==> config.mk <==
export PLATFORM = sky130hd
export DESIGN_NAME = cpu_controller
export DESIGN_NICKNAME = d
export VERILOG_FILES = /design/src/rtl/cpu_controller.sv
export SDC_FILE = /design/constraint.sdc
export NUM_CORES = 1
export LEC_CHECK = 0
export ABC_CLOCK_PERIOD_IN_PS = 2800
export CAP_MARGIN = 15
export CORE_MARGIN = 2
export CORE_UTILIZATION = 37
export CTS_CLUSTER_DIAMETER = 150
export DETAILED_ROUTE_END_ITERATION = 10
export PLACE_DENSITY_LB_ADDON = 0.1
export SYNTH_ARGS = -nofsm -noshare
export SYNTH_HDL_FRONTEND = slang
export SYNTH_SLANG_ARGS = --single-unit
export TNS_END_PERCENT = 30
==> constraint.sdc <==
create_clock -name clk -period 2.8 [get_ports clk]
set_input_delay 0.56 -clock clk [delete_from_list [all_inputs] [get_ports clk]]
set_output_delay 0.56 -clock clk [all_outputs]
set_load 0.02 [all_outputs]
==> src/rtl/cpu_controller.sv <==
// Multi-cycle instruction sequencer: fetch, decode and per-class execute states.
// All control outputs are Moore outputs of the state register (plus two instruction-class flags latched in DEC).
//
// state | meaning
// F0    | PC drives memory address register
// F1    | instruction memory read in progress
// F2    | latch instruction, PC <= PC+1
// DEC   | decode, present operands to ALU
// EX    | ALU executes (R-type or immediate operand)
// WB    | ALU result written to register file
// LD0-3 | load address phase, memory read, write-back select, register write
// ST    | memory write
// JMP   | PC <= jump target
// JAL   | PC <= jump target, link register written
// BR    | PC <= branch target
module cpu_controller (
    input  logic        clk,
    input  logic        reset,
    input  logic [15:0] instr,
    input  logic        aluOutIsZero,
    input  logic [7:0]  PSR,
    output logic        pcEn,
    output logic        instrWrite,
    output logic        regWrite,
    output logic        writeBackSelect,
    output logic        dataToWriteSelect,
    output logic        newAluInput,
    output logic        memWrite,
    output logic [1:0]  aluSrc1Select,
    output logic [1:0]  aluSrc2Select,
    output logic [1:0]  pcSrc,
    output logic [3:0]  state
);

    localparam logic [3:0] S_F0  = 4'd0;
    localparam logic [3:0] S_F1  = 4'd1;
    localparam logic [3:0] S_F2  = 4'd2;
    localparam logic [3:0] S_DEC = 4'd3;
    localparam logic [3:0] S_EX  = 4'd4;
    localparam logic [3:0] S_WB  = 4'd5;
    localparam logic [3:0] S_LD0 = 4'd6;
    localparam logic [3:0] S_LD1 = 4'd7;
    localparam logic [3:0] S_LD2 = 4'd8;
    localparam logic [3:0] S_LD3 = 4'd9;
    localparam logic [3:0] S_ST  = 4'd10;
    localparam logic [3:0] S_JMP = 4'd11;
    localparam logic [3:0] S_JAL = 4'd12;
    localparam logic [3:0] S_BR  = 4'd13;

    logic [3:0] curState;
    logic [3:0] nextState;
    logic       immReg;
    logic       cmpReg;

    logic [3:0] opcode;
    logic [3:0] cond;
    logic [3:0] ext;
    logic       isRType;
    logic       isImm;
    logic       isAlu;
    logic       isCompare;
    logic       isLoad;
    logic       isStore;
    logic       isJal;
    logic       isJcond;
    logic       isBcond;
    logic       condTrue;

    // Zero flag, unused PSR flags and the low instruction nibble are not needed here.
    logic unusedBits;
    assign unusedBits = ^{aluOutIsZero, PSR[5:1], instr[3:0]};

    assign opcode = instr[15:12];
    assign cond   = instr[11:8];
    assign ext    = instr[7:4];

    always_comb begin
        isRType   = (opcode == 4'b0000);
        isImm     = (opcode == 4'b0001) || (opcode == 4'b0011) || (opcode == 4'b0101) ||
                    (opcode == 4'b1001) || (opcode == 4'b1011) || (opcode == 4'b1101);
        isAlu     = isRType || isImm;
        isCompare = (isRType && (ext == 4'b1011)) || (opcode == 4'b1011);
        isLoad    = (opcode == 4'b0100) && (ext == 4'b0000);
        isStore   = (opcode == 4'b0100) && (ext == 4'b0100);
        isJal     = (opcode == 4'b0100) && (ext == 4'b1000);
        isJcond   = (opcode == 4'b0100) && (ext == 4'b1100);
        isBcond   = (opcode == 4'b1100);
    end

    // Z=PSR[6], C=PSR[0], N=PSR[7]
    always_comb begin
        case (cond)
            4'b0000: condTrue = PSR[6];
            4'b0001: condTrue = ~PSR[6];
            4'b0010: condTrue = PSR[0];
            4'b0011: condTrue = ~PSR[0];
            4'b0110: condTrue = PSR[7];
            4'b0111: condTrue = ~PSR[7];
            4'b1110: condTrue = 1'b1;
            default: condTrue = 1'b0;
        endcase
    end

    // immReg/cmpReg freeze the ALU class in DEC so EX/WB outputs depend on registers only.
    always_ff @(posedge clk or posedge reset) begin
        if (reset) begin
            curState <= S_F0;
            immReg   <= 1'b0;
            cmpReg   <= 1'b0;
        end else begin
            curState <= nextState;
            if (curState == S_DEC) begin
                immReg <= isImm;
                cmpReg <= isCompare;
            end
        end
    end

    always_comb begin
        nextState = S_F0;
        case (curState)
            S_F0:  nextState = S_F1;
            S_F1:  nextState = S_F2;
            S_F2:  nextState = S_DEC;
            S_DEC: begin
                if (isAlu)
                    nextState = S_EX;
                else if (isLoad)
                    nextState = S_LD0;
                else if (isStore)
                    nextState = S_ST;
                else if (isJal)
                    nextState = S_JAL;
                else if (isJcond)
                    nextState = condTrue ? S_JMP : S_F0;
                else if (isBcond)
                    nextState = condTrue ? S_BR : S_F0;
                else
                    nextState = S_F0;
            end
            S_EX:  nextState = cmpReg ? S_F0 : S_WB;
            S_LD0: nextState = S_LD1;
            S_LD1: nextState = S_LD2;
            S_LD2: nextState = S_LD3;
            default: nextState = S_F0;
        endcase
    end

    always_comb begin
        pcEn              = 1'b0;
        instrWrite        = 1'b0;
        regWrite          = 1'b0;
        writeBackSelect   = 1'b0;
        dataToWriteSelect = 1'b0;
        newAluInput       = 1'b0;
        memWrite          = 1'b0;
        aluSrc1Select     = 2'b00;
        aluSrc2Select     = 2'b00;
        pcSrc             = 2'b00;
        case (curState)
            S_F2: begin
                instrWrite = 1'b1;
                pcEn       = 1'b1;
            end
            S_DEC: newAluInput = 1'b1;
            S_EX: begin
                aluSrc1Select = 2'b01;
                aluSrc2Select = immReg ? 2'b01 : 2'b00;
            end
            S_WB: begin
                regWrite      = 1'b1;
                aluSrc1Select = 2'b01;
                aluSrc2Select = immReg ? 2'b01 : 2'b00;
            end
            S_LD2: writeBackSelect = 1'b1;
            S_LD3: begin
                writeBackSelect = 1'b1;
                regWrite        = 1'b1;
            end
            S_ST:  memWrite = 1'b1;
            S_JMP: begin
                pcEn  = 1'b1;
                pcSrc = 2'b01;
            end
            S_JAL: begin
                pcEn              = 1'b1;
                pcSrc             = 2'b01;
                regWrite          = 1'b1;
                dataToWriteSelect = 1'b1;
            end
            S_BR: begin
                pcEn  = 1'b1;
                pcSrc = 2'b10;
            end
            default: ;
        endcase
    end

    assign state = curState;

endmodule
==> results by group, run 1 <==
Layout
  • Antenna diode instance count: 0
  • P&R area growth vs syn: 50.8%
  • Commonest non-fill, non-tap cells in the layout: clkdlybuf4s50_1 (31), nand2_1 (10), nor2_1 (8)
  • Final net count: 144
  • Layout cells sized above 1: 8.70%
  • Final Non-Filler Cells: 132
  • Design area: 966 µm²
  • Most common cell after layout, fill and taps aside: clkdlybuf4s50_1

Clock tree
  • Clk buf depth: 2
  • CTS clk-pin slew, worst paths: 50 ps
  • Clock Latency Late Sink: 250 ps
  • TritonCTS buffer count: 3
  • Clock sink count: 6
  • CTS tree: built
  • H-tree Lvls: 1
  • Post-CTS setup buffer count: 0
  • Post-CTS Resized: 0
  • Root Driver: clkbuf_4
  • # hold bufs at CTS: 0

Timing
  • Setup tns final: 0 ps
  • FMAX: 0.394 GHz
  • RSZ-0062 raised after global routing: false
  • Minimum clock period: 2540 ps
  • Period utilization: 90.8%
  • Final Max Tran Viols: 0
  • Final setup vio count: 0
  • Clk_skew: 6.99 ps
  • Final hold violations: 0

GRT
  • Overflow after GRT: 0
  • Initial antenna violation count: 0
  • First-pass GRT wire length: 2670 µm
  • Vias in the first global route: 660
  • GR Util All Layers: 18.0%
  • Largest net degree at the start of global routing: 15

Place
  • Placed Cells: 129
  • GPL Wtd Cong: 0.782
  • PortBufs: 31
  • Post-DP HPWL: 1230 µm
  • Placed cell areas: 943 µm²

Drt
  • Wire length per cell: 11.7 µm
  • Antenna-violating nets left: 0
  • Via count: 726
  • Vias per std cell: 5.50
  • Iteration-0 DRC Markers: 13
  • Final WL: 1550 µm
  • DRC: 0
  • Drt first pass iters: 4

Yosys
  • Yosys top cell area share: 23.4%
  • Leading area contributor after synthesis: dfrtp_1
  • Post-synth ARST share: 100%
  • Mapped Cells: 84
  • Synthesized flop and latch total: 6
  • Synth top area cells: dfrtp_1 (23%), nand2_1 (5.9%), a21oi_1 (4.7%)
  • Number of enable flip-flop cells after synthesis: 0
  • Yosys synthesis warning count: 0
  • Mean post-synth cell area: 7.63 µm²
  • Sequential area share after synthesis: 23.4%
  • Syn Std Cell Area: 641 µm²
  • Cell variety after synth: 38
  • Synth Flop Type: dfrtp_1

Critical path
  • CP arrival: 1980 ps
  • Crit path largest cell delay: 640 ps
  • WP data required: 2240 ps
  • WS Path Type: register to output port
  • Crit path capture type: output port
  • Worst path cell trace: nand2b_1, a311oi_1, clkdlybuf4s50_1
  • CP Launch Type: register
  • Slowest cell on crit path: clkdlybuf4s50_1
  • WP buf/inv: 1
  • Crit path max fanout: 13
  • R2R Setup Slk: 1290 ps
  • Crit path max-delay family: buffers and inverters

Pwr
  • VDD IR max: 0.000367 V
  • Pwr Total: 0.000797 W
  • Leak: 0.389 nW
  • PwrDens: 826 nW/µm²

Flow run
  • Max Cap Violations: 0

Floorplan
  • # rows: 15
  • Starting Density: 38.4%
  • Core Area: 1670 µm²
  • Die area: 2080 µm²
  • Ports: 44
  • Width of the die: 45.6 µm
  • Die Y: 45.6 µm

Worst hold path
  • Worst Hold Class: register to register

Status
  • Run status: finished, final reports clean
-- Yosys cell counts (2+ instances only) --
library cell / n
nor2_1: 8
nor3_1: 5
nand3_1: 2
o21ai_0: 4
nand2b_1: 3
nor2b_1: 2
o21bai_1: 2
nand2_1: 10
a21oi_1: 6
buf_4: 3
dfrtp_1: 6
inv_1: 3
o22ai_1: 3
nor3b_1: 3
-- flip-flops by register name (all words and copies together) (netlist names) --
signal  cells
immReg      1
cmpReg      1
state       4
-- routing by layer --
layer | wire (µm) | track usage (%) | up-vias
met5 | 0 | 0 | -
met4 | 34 | 10.0 | 0
met3 | 78 | 3.97 | 5
met2 | 798 | 32.1 | 27
met1 | 639 | 19.2 | 327
li1 | - | - | 367
-- through the flow --
step	hold slack [ps]	utilization (%)	setup WS, ps
2_1_floorplan	351	-	749
3_3_place_gp	445	56.5	524
3_5_place_dp	458	56.5	477
4_1_cts	468	57.8	251
5_1_grt	497	57.8	138
6_report	464	57.8	259
-- tightest hold or removal path: cells and delay by family (launching register included) --
| family | cells | cell delay [ps] |
|---|---|---|
| flops | 1 | 330 |
| simple gates | 2 | 100 |
-- kinds of logic (layout without fill, tap and decap cells) --
group	count (synthesis)	count (layout)	synth area share, %
buf+inv	9	39	9.18
other cells	1	2	0.585
simple gates	40	40	33.6
flops	6	6	23.4
xor+xnor	2	2	2.73
compound gates	25	25	28.7
mux	1	1	1.76
-- final cells by class --
cell class,instances,area (µm²)
inverters,3,11.3
clock buffers,3,22.5
well taps,17,21.3
fillers,166,704
multi-input cells,70,435
repair buffers,33,325
flip-flops and latches,6,150
-- report_power, final --
group	internal, W	total [W]	leakage, nW	switching, W
Combinational	0.000258	0.000547	0.298	0.000289
Sequential	0.000124	0.000168	0.0772	0.0000434
Clock	0.0000487	0.0000827	0.0138	0.0000340
Total	0.000431	0.000797	0.389	0.000367
-- final timing paths --
kind,from,to,cells past startpoint
max,state[3],regWrite,3
min,immReg,immReg,2
max reg2reg,state[3],state[3],4
min reg2reg,immReg,immReg,2
max in group asynchronous,reset,state[3],2
min in group asynchronous,reset,state[2],2
(Power assumes the default switching activity.)
==> inputs of run 2 (changes only) <==
CORE_MARGIN = unset   (was 2)
SETUP_SLACK_MARGIN = 0.05   (was unset)
==> run 2 against run 1 <==
  * The run now ends with DRC left
  * Register-to-register slack barely moved
  * Power is 1.1% lower
  * First-iteration DRC count rose by 85%
  * Non-clock buffer count stayed put
  * Sequential share of layout area hardly changed
  * Core utilization increased by 4.1 points
==> results by group, run 2 (synthesis gave the netlist of run 1 again) <==
Clock tree
  • Clk buf depth: 2 (unchanged)
  • # hold bufs at CTS: 0 (unchanged)
  • Post-CTS Resized: 0 (unchanged)
  • Post-CTS setup buffer count: 0 (unchanged)
  • Root Driver: clkbuf_4
  • CTS clk-pin slew, worst paths: 40 ps (about the same)
  • Clock sink count: 6 (unchanged)
  • CTS tree: built
  • Clock Latency Late Sink: 240 ps (about the same)
  • H-tree Lvls: 1 (unchanged)
  • TritonCTS buffer count: 3 (unchanged)

Drt
  • Vias per std cell: 5.55 (+0.90%)
  • Drt first pass iters: 7 (+3)
  • Iteration-0 DRC Markers: 24 (+11)
  • Wire length per cell: 11.4 µm (-2.6%)
  • DRC: 3 (+3)
  • Via count: 727 (+0.14%)
  • Antenna-violating nets left: 0 (unchanged)
  • Final WL: 1500 µm (-3.4%)

Place
  • Post-Place Setup Slack: 496 ps (+19.0 ps)
  • Post-DP HPWL: 1160 µm (-5.9%)
  • PortBufs: 31 (unchanged)
  • GPL Wtd Cong: 0.899 (+15%)
  • Placed Cells: 128 (-0.78%)

Timing
  • Period utilization: 90.0% (-0.71 points)
  • PnR worst setup slack: 279 ps (+20.0 ps)
  • FMAX: 0.397 GHz (+0.79%)
  • RSZ-0062 raised after global routing: false
  • Final hold violations: 0 (unchanged)
  • Hold slack: 456 ps (-7.36 ps)
  • Final setup vio count: 0 (unchanged)
  • Setup tns final: 0 ps (unchanged)
  • Final Max Tran Viols: 0 (unchanged)
  • Minimum clock period: 2520 ps (-20.0 ps)
  • Clk_skew: 1.27 ps (-5.72 ps)

Layout
  • Commonest non-fill, non-tap cells in the layout: clkdlybuf4s50_1 (31), nand2_1 (10), nor2_1 (8)
  • Antenna diode instance count: 0 (unchanged)
  • Most common cell after layout, fill and taps aside: clkdlybuf4s50_1
  • Final net count: 144 (unchanged)
  • Max reg flops: 4 (unchanged)
  • P&R area growth vs syn: 50.6%
  • Final Non-Filler Cells: 131 (-0.76%)
  • Filler Cells Inserted: 142 (-14%)
  • Layout cells sized above 1: 8.70% (unchanged)

Floorplan
  • Width of the die: 43.6 µm (-4.4%)
  • Die Y: 43.6 µm (-4.4%)
  • Core Area: 1560 µm² (-6.7%)
  • Ports: 44 (unchanged)
  • Die area: 1900 µm² (-8.6%)
  • Starting Density: 41.1% (+2.7 points)
  • # rows: 14 (-1)

Critical path
  • Crit path max fanout: 13 (unchanged)
  • CP arrival: 1960 ps (-20 ps)
  • CP Launch Type: register
  • WP data required: 2240 ps (about the same)
  • WS Path Type: register to output port
  • Crit path capture type: output port

Pwr
  • PwrDens: 817 nW/µm² (-1.0%)
  • Leak: 0.389 nW (unchanged)
  • Comb pwr share: 69.1% (+0.5 points)
  • Net switching power: 0.000358 W (-2.4%)
  • Sequential cell fraction of total power: 21.0% (about the same)
  • Pwr Total: 0.000788 W (-1.1%)
  • Net Sw Frac: 45.4% (-0.58 points)
  • Clock share of power: 9.9% (-0.5 points)
  • VDD IR max: 0.000332 V (-9.8%)
  • Internal power: 0.000430 W (about the same)

GRT
  • Largest net degree at the start of global routing: 15 (unchanged)
  • First-pass GRT wire length: 2470 µm (-7.5%)
  • Vias in the first global route: 576 (-13%)
  • Initial antenna violation count: 0 (unchanged)
  • GR Util All Layers: 17.5% (-0.46 points)
  • Overflow after GRT: 0 (unchanged)

Status
  • Run status: finished, violations left
  • Failing checks: DRC

Worst hold path
  • Worst Hold Class: register to register

Flow run
  • Max Cap Violations: 0 (unchanged)
## run 2: power by group through the flow
stage / registers (W) / clock network, W / logic, W
6_report: 0.000166 / 0.0000777 / 0.000545
3_3_place_gp: 0.000167 / 0 / 0.000542
2_1_floorplan: 0.000188 / 0 / 0.000321
5_1_grt: 0.000174 / 0.0000859 / 0.000585
4_1_cts: 0.000166 / 0.0000811 / 0.000545
3_5_place_dp: 0.000167 / 0 / 0.000543
## run 2: per-stage QoR
step                      utilization [%]  instance area, µm²
after global routing                 61.9                 965
after detailed placement             60.4                 942
after floorplan                         -                 644
after CTS                            61.9                 965
final                                61.9                 965
after global placement               60.4                 942
## run 2: cell type report
class | count | area (µm²) | share of cell area [%]
sequential | 6 | 150 | 15.6
multi-input combinational | 70 | 435 | 45.1
inverter | 3 | 11.3 | 1.17
timing repair buffer | 33 | 325 | 33.7
clock buffer | 3 | 22.5 | 2.33
tap | 16 | 20.0 | 2.08
## run 2: routing by layer
layer / GRT usage (%) / vias up / wire, µm
met5: 0 / - / 0
met4: 11.3 / 0 / 20
met3: 2.92 / 2 / 105
met2: 26.6 / 30 / 707
met1: 22.9 / 331 / 664
li1: - / 364 / -
## run 2: path summary, 6_finish.rpt
check | from | slack, ps | depth (start not counted) | endpoint
setup / recovery | state[3] | 280 | 3 | regWrite
hold / removal | immReg | 460 | 2 | immReg
setup reg to reg | state[3] | 1290 | 4 | state[3]
hold reg to reg | immReg | 460 | 2 | immReg
max in group asynchronous | reset | 2080 | 2 | state[2]
min in group asynchronous | reset | 540 | 2 | state[1]
## run 2: worst max-delay path, stage by stage, from the launching register on
cell	delay (ps)
dfrtp_1	510
nand2b_1	270
a311oi_1	290
clkdlybuf4s50_1	650
==> inputs of run 3 (changes only) <==
--- a/config.mk
+++ b/config.mk
@@ -11,4 +11,5 @@
 export CTS_CLUSTER_DIAMETER = 150
 export DETAILED_ROUTE_END_ITERATION = 10
+export GPL_TIMING_DRIVEN = 1
 export PLACE_DENSITY_LB_ADDON = 0.1
 export SETUP_SLACK_MARGIN = 0.05
==> constraint.sdc (replaced) <==
create_clock -name clk -period 2.8 [get_ports clk]
set_input_delay 0.56 -clock clk [delete_from_list [all_inputs] [get_ports clk]]
set_output_delay 0.56 -clock clk [all_outputs]
set_load 0.01 [all_outputs]
==> run 3 against run 2 <==
  * Largest cell class unchanged
  * Maximum frequency up 3.1%
  * The run still ends with DRC left
  * Sequential power about the same
  * Critical endpoint unchanged
  * Critical path type unchanged
  * Register-to-register slack worse by 30 ps
  * Worst hold slack better by 1.0 ps
==> results by group, run 3 (synthesis gave the netlist of run 1 again) <==
Status
  • Run status: finished, violations left
  • Failing checks: DRC

Floorplan
  • Width of the die: 43.6 µm (unchanged)
  • Ports: 44 (unchanged)
  • Die area: 1900 µm² (unchanged)
  • Starting Density: 41.1% (unchanged)
  • Die Y: 43.6 µm (unchanged)
  • # rows: 14 (unchanged)
  • Core Area: 1560 µm² (unchanged)

Timing
  • RSZ-0062 raised after global routing: false
  • Final hold violations: 0 (unchanged)
  • Final setup vio count: 0 (unchanged)
  • Period utilization: 87.3% (-2.7 points)
  • PnR worst setup slack: 355 ps (+76.0 ps)
  • Minimum clock period: 2450 ps (-76.0 ps)
  • FMAX: 0.409 GHz (+3.1%)
  • Clk_skew: 0.453 ps (-0.818 ps)
  • Setup tns final: 0 ps (unchanged)
  • Final Max Tran Viols: 0 (unchanged)

Clock tree
  • Clk buf depth: 2 (unchanged)
  • Clock sink count: 6 (unchanged)
  • TritonCTS buffer count: 3 (unchanged)
  • Clock Latency Late Sink: 240 ps (about the same)
  • Post-CTS Resized: 0 (unchanged)
  • Root Driver: clkbuf_4
  • # hold bufs at CTS: 0 (unchanged)
  • CTS tree: built
  • H-tree Lvls: 1 (unchanged)
  • CTS clk-pin slew, worst paths: 40 ps (about the same)
  • Post-CTS setup buffer count: 0 (unchanged)

GRT
  • GR Util All Layers: 16.8% (-0.78 points)
  • Vias in the first global route: 580 (+0.69%)
  • First-pass GRT wire length: 2370 µm (-3.9%)
  • Largest net degree at the start of global routing: 15 (unchanged)
  • Initial antenna violation count: 0 (unchanged)
  • Overflow after GRT: 0 (unchanged)

Drt
  • Vias per std cell: 5.40 (-2.8%)
  • Iteration-0 DRC Markers: 19 (-21%)
  • Routed met2 length: 690 µm (-2.4%)
  • DR top layer: met4
  • Via count: 707 (-2.8%)
  • Antenna-violating nets left: 0 (unchanged)
  • DRC: 3 (unchanged)
  • Wire length per cell: 11.6 µm (+1.3%)
  • WL met1: 715 µm (+7.7%)
  • Met3 wire len: 93 µm (-11%)
  • Drt first pass iters: 8 (+1)
  • Final WL: 1520 µm (+1.3%)

Critical path
  • Crit path capture type: output port
  • Worst path cell trace: nand2b_1, a311oi_1, clkdlybuf4s50_1
  • WP buf/inv: 1 (unchanged)
  • Slowest cell on crit path: clkdlybuf4s50_1
  • Crit path largest cell delay: 580 ps (-70 ps)
  • Crit path max-delay family: buffers and inverters
  • WP data required: 2240 ps (about the same)
  • CP arrival: 1890 ps (-70 ps)
  • CP Launch Type: register
  • Crit path max fanout: 13 (unchanged)
  • WS Path Type: register to output port

Pwr
  • PwrDens: 759 nW/µm² (-7.1%)
  • Leak: 0.389 nW (unchanged)
  • VDD IR max: 0.000329 V (-0.85%)

Layout
  • Layout cells sized above 1: 8.70% (unchanged)
  • Most common cell after layout, fill and taps aside: clkdlybuf4s50_1
  • P&R area growth vs syn: 50.6% (unchanged)
  • Util after Layout: 61.9% (unchanged)
  • Commonest non-fill, non-tap cells in the layout: clkdlybuf4s50_1 (31), nand2_1 (10), nor2_1 (8)
  • Antenna diode instance count: 0 (unchanged)
  • Final net count: 144 (unchanged)
  • Max reg flops: 4 (unchanged)

Worst hold path
  • Worst Hold Class: register to register

Place
  • GPL Wtd Cong: 0.898 (about the same)
  • Post-DP HPWL: 1160 µm (-0.37%)
  • PortBufs: 31 (unchanged)
  • Post-Place Setup Slack: 494 ps (-1.48 ps)

Flow run
  • Max Cap Violations: 0 (unchanged)
==> run 3: cell counts in the layout (fill, tap and decap cells not counted) <==
No cell type changed its count.
==> run 3: layout make-up <==
cell class                 instances  area (µm²)
multi-input combinational         70         435
tap                               16        20.0
timing repair buffer              33         325
inverter                           3        11.3
sequential                         6         150
fill                             140         594
clock buffer                       3        22.5
==> run 3: per-stage QoR <==
stage                     hold WS (ps)  cell area (µm²)  instances  total power (W)
after floorplan                    351              644         85         0.000454
after global placement             444              942        128         0.000653
after detailed placement           455              942        128         0.000656
after CTS                          464              965        131         0.000735
after global routing               500              965        131         0.000787
final                              457              965        131         0.000733
==> run 3: path summary, 6_finish.rpt <==
check                         start        to  slack (ps)  cells after the start
max                        state[3]  regWrite         350                      3
min                          immReg    immReg         460                      2
max reg2reg                state[3]  state[3]        1260                      4
min reg2reg                  immReg    immReg         460                      2
max in group asynchronous     reset  state[2]        2070                      2
min in group asynchronous     reset  state[1]         540                      2
==> run 3: routing by layer <==
metal	track usage, %	vias up
met5	0	-
met4	10.6	0
met3	3.33	2
met2	26.0	28
met1	21.1	312
li1	-	365
==> run 3: where the power goes <==
| group | total (W) | internal [W] | switching (W) |
|---|---|---|---|
| Combinational | 0.000491 | 0.000257 | 0.000234 |
| Sequential | 0.000166 | 0.000124 | 0.0000416 |
| Clock | 0.0000754 | 0.0000482 | 0.0000272 |
==> run 3: tightest hold or removal path, stage by stage (launching register included) <==
cell and delay, ps:
dfrtp_1 330, nand2_1 50, nand2_1 50
==> RTL change (flow settings as in run 1) <==
Make the reset (`reset`) synchronous in one clocked block.
--- a/src/rtl/cpu_controller.sv
+++ b/src/rtl/cpu_controller.sv
@@ -103,5 +103,5 @@
 
     // immReg/cmpReg freeze the ALU class in DEC so EX/WB outputs depend on registers only.
-    always_ff @(posedge clk or posedge reset) begin
+    always_ff @(posedge clk) begin
         if (reset) begin
             curState <= S_F0;
Check against the original RTL: differs if reset is asserted again (counterexample within 4 cycles, from zero or initial values and one cycle with reset high); with reset held inactive, the same outputs for 10 cycles.
==> RTL change against run 1 <==
- synthesized cell count is 11% higher
- sequential share of layout area shrank 3.0 points
- worst setup slack improved by 0.033 ns
- final cell count rose by 5.3%
- via count grew 3.9%
- design area is 1.0% lower
- synthesized area up 0.59%
- sequential cell count stayed put
- wire length down 3.7%
Power is not compared: it rests on default switching activity, and its combinational part moved more than twofold at a synthesized area within 25%.
==> RTL change: results (changes against run 1) <==
* Synth cell types at 37 (-2.6%)
* ANT cells at 0 (unchanged)
* Drt wl/cell at 10.74 um (-8.5%)
* Status: finished clean
* Clk_lat worst skew at approximately 0.24 ns
* Peak VDD IR at about 0.00023 V
* Register area share after synthesis at 0.1864 (-0.04797)
* Worst path max stage delay at 0.60 ns (-0.04 ns)
* Leakage power at approximately 0.00033 uW
* Port bufs at 31 (unchanged)
* Worst-path clk slew at 0.05 ns (about the same)
* Dominant synthesized flop cell: dfxtp_1
* Yosys warns at 0 (unchanged)
* Crit-path max FO at 10 (-3)
* Post-CTS resize count at 0 (unchanged)
* GRT Overall Usage at 0.1626 (-0.01726)
* Routability Congestion at 0.7722 (-1.2%)
* H-tree depth at 1 (unchanged)
* Asr flop ratio synth at 0 (-1.000)
* Setup Fix Bufs, Post-CTS at 0 (unchanged)
* Layout cells sized above 1 at 0.08197 (-0.004989)
* Clock Path Buffers at 2 (unchanged)
* Max reg flops at 4 (unchanged)
* Synth area leaders: dfxtp_1 (19%), nor2_1 (7.6%), a21oi_1 (7.0%), nand2_1 (4.7%), nand3_1 (3.9%)
* Worst hold path class: flop to flop
* Worst-path cell with the longest stage delay: clkdlybuf4s50_1
* Top post-synthesis cells by count: nor2_1 (13), a21oi_1 (9), nand2_1 (8)
* Antenna violations before repair at 0 (unchanged)
* Iter 0 DRT Violations at 12 (-1)
* First-pass iteration count of the detailed router at 4 (unchanged)
* Largest net degree at the start of global routing at 14 (-1)
* CP Data Arrival Time at 1.95 ns (-0.03 ns)
* First-pass GRT wire length at 2456 um (-8.0%)
* Setup skew after layout at 0.002092 ns (-0.004898 ns)
* Fillers at 173 (+4.2%)
* Total CTS buffers at 3 (unchanged)
* Clk root buf: clkbuf_4
* Total number of vias at 754 (+3.9%)
* Hpwl dp at 1231 um (-0.12%)
* GRT overflow at 0 (unchanged)
* Number of nets in the layout at 151 (+4.9%)
* Vias in the first global route at 637 (-3.5%)
## RTL change: through the flow
step	total power (uW)	util	worst slack, ns	cells	cell area [um^2]
after global routing	295.0	0.5659	0.1900	139	955.9
after global placement	197.4	0.5526	0.5419	136	933.4
after detailed placement	198.4	0.5526	0.5430	136	933.4
after CTS	280.2	0.5659	0.2670	139	955.9
after floorplan	155.3	-	0.7271	94	648.1
final	275.0	0.5659	0.2916	139	955.9
## RTL change: logic make-up after synthesis
group	after synthesis	synth area share
and+or+nand+nor	42	0.3359
other	1	0.005820
muxes	1	0.01747
xor gates and xnor gates	3	0.04078
AOI/OAI and AO/OA	29	0.3126
buffers and inverters	11	0.1009
DFF	6	0.1864
## RTL change: layout make-up
class,instances,area share
Multi-Input combinational cell,77,0.4843
Tap cell,17,0.02225
Timing Repair Buffer,31,0.3246
Inverter,5,0.01963
Sequential cell,6,0.1257
Clock buffer,3,0.02356
## RTL change: critical path: cells and delay by family, from the launching register on
family,cells,cell delay (ns)
DFF,1,0.55
buffers and inverters,2,0.69
and+or+nand+nor,2,0.47
## RTL change: power by group
part           switching (uW)  internal (uW)  total, uW
logic                    48.3           50.1       98.4
registers                9.16           89.2       98.3
clock network            29.9           48.4       78.3
total                    87.3            188        275
## RTL change: worst paths after layout
check                              endpoint  depth (start not counted)  slack [ns]      from
worst max-delay path            newAluInput                          4        0.29  state[1]
worst max register to register     state[3]                          5        1.35  state[1]
worst min-delay path                 immReg                          2        0.45    immReg
worst min register to register       immReg                          2        0.45    immReg
## RTL change: per-layer routing
layer	vias up	global-route usage	wire (um)
li1	393	-	-
met1	339	0.1766	698
met2	20	0.2958	720
met3	2	0.05159	68
met4	0	0.05143	6
met5	-	0	0
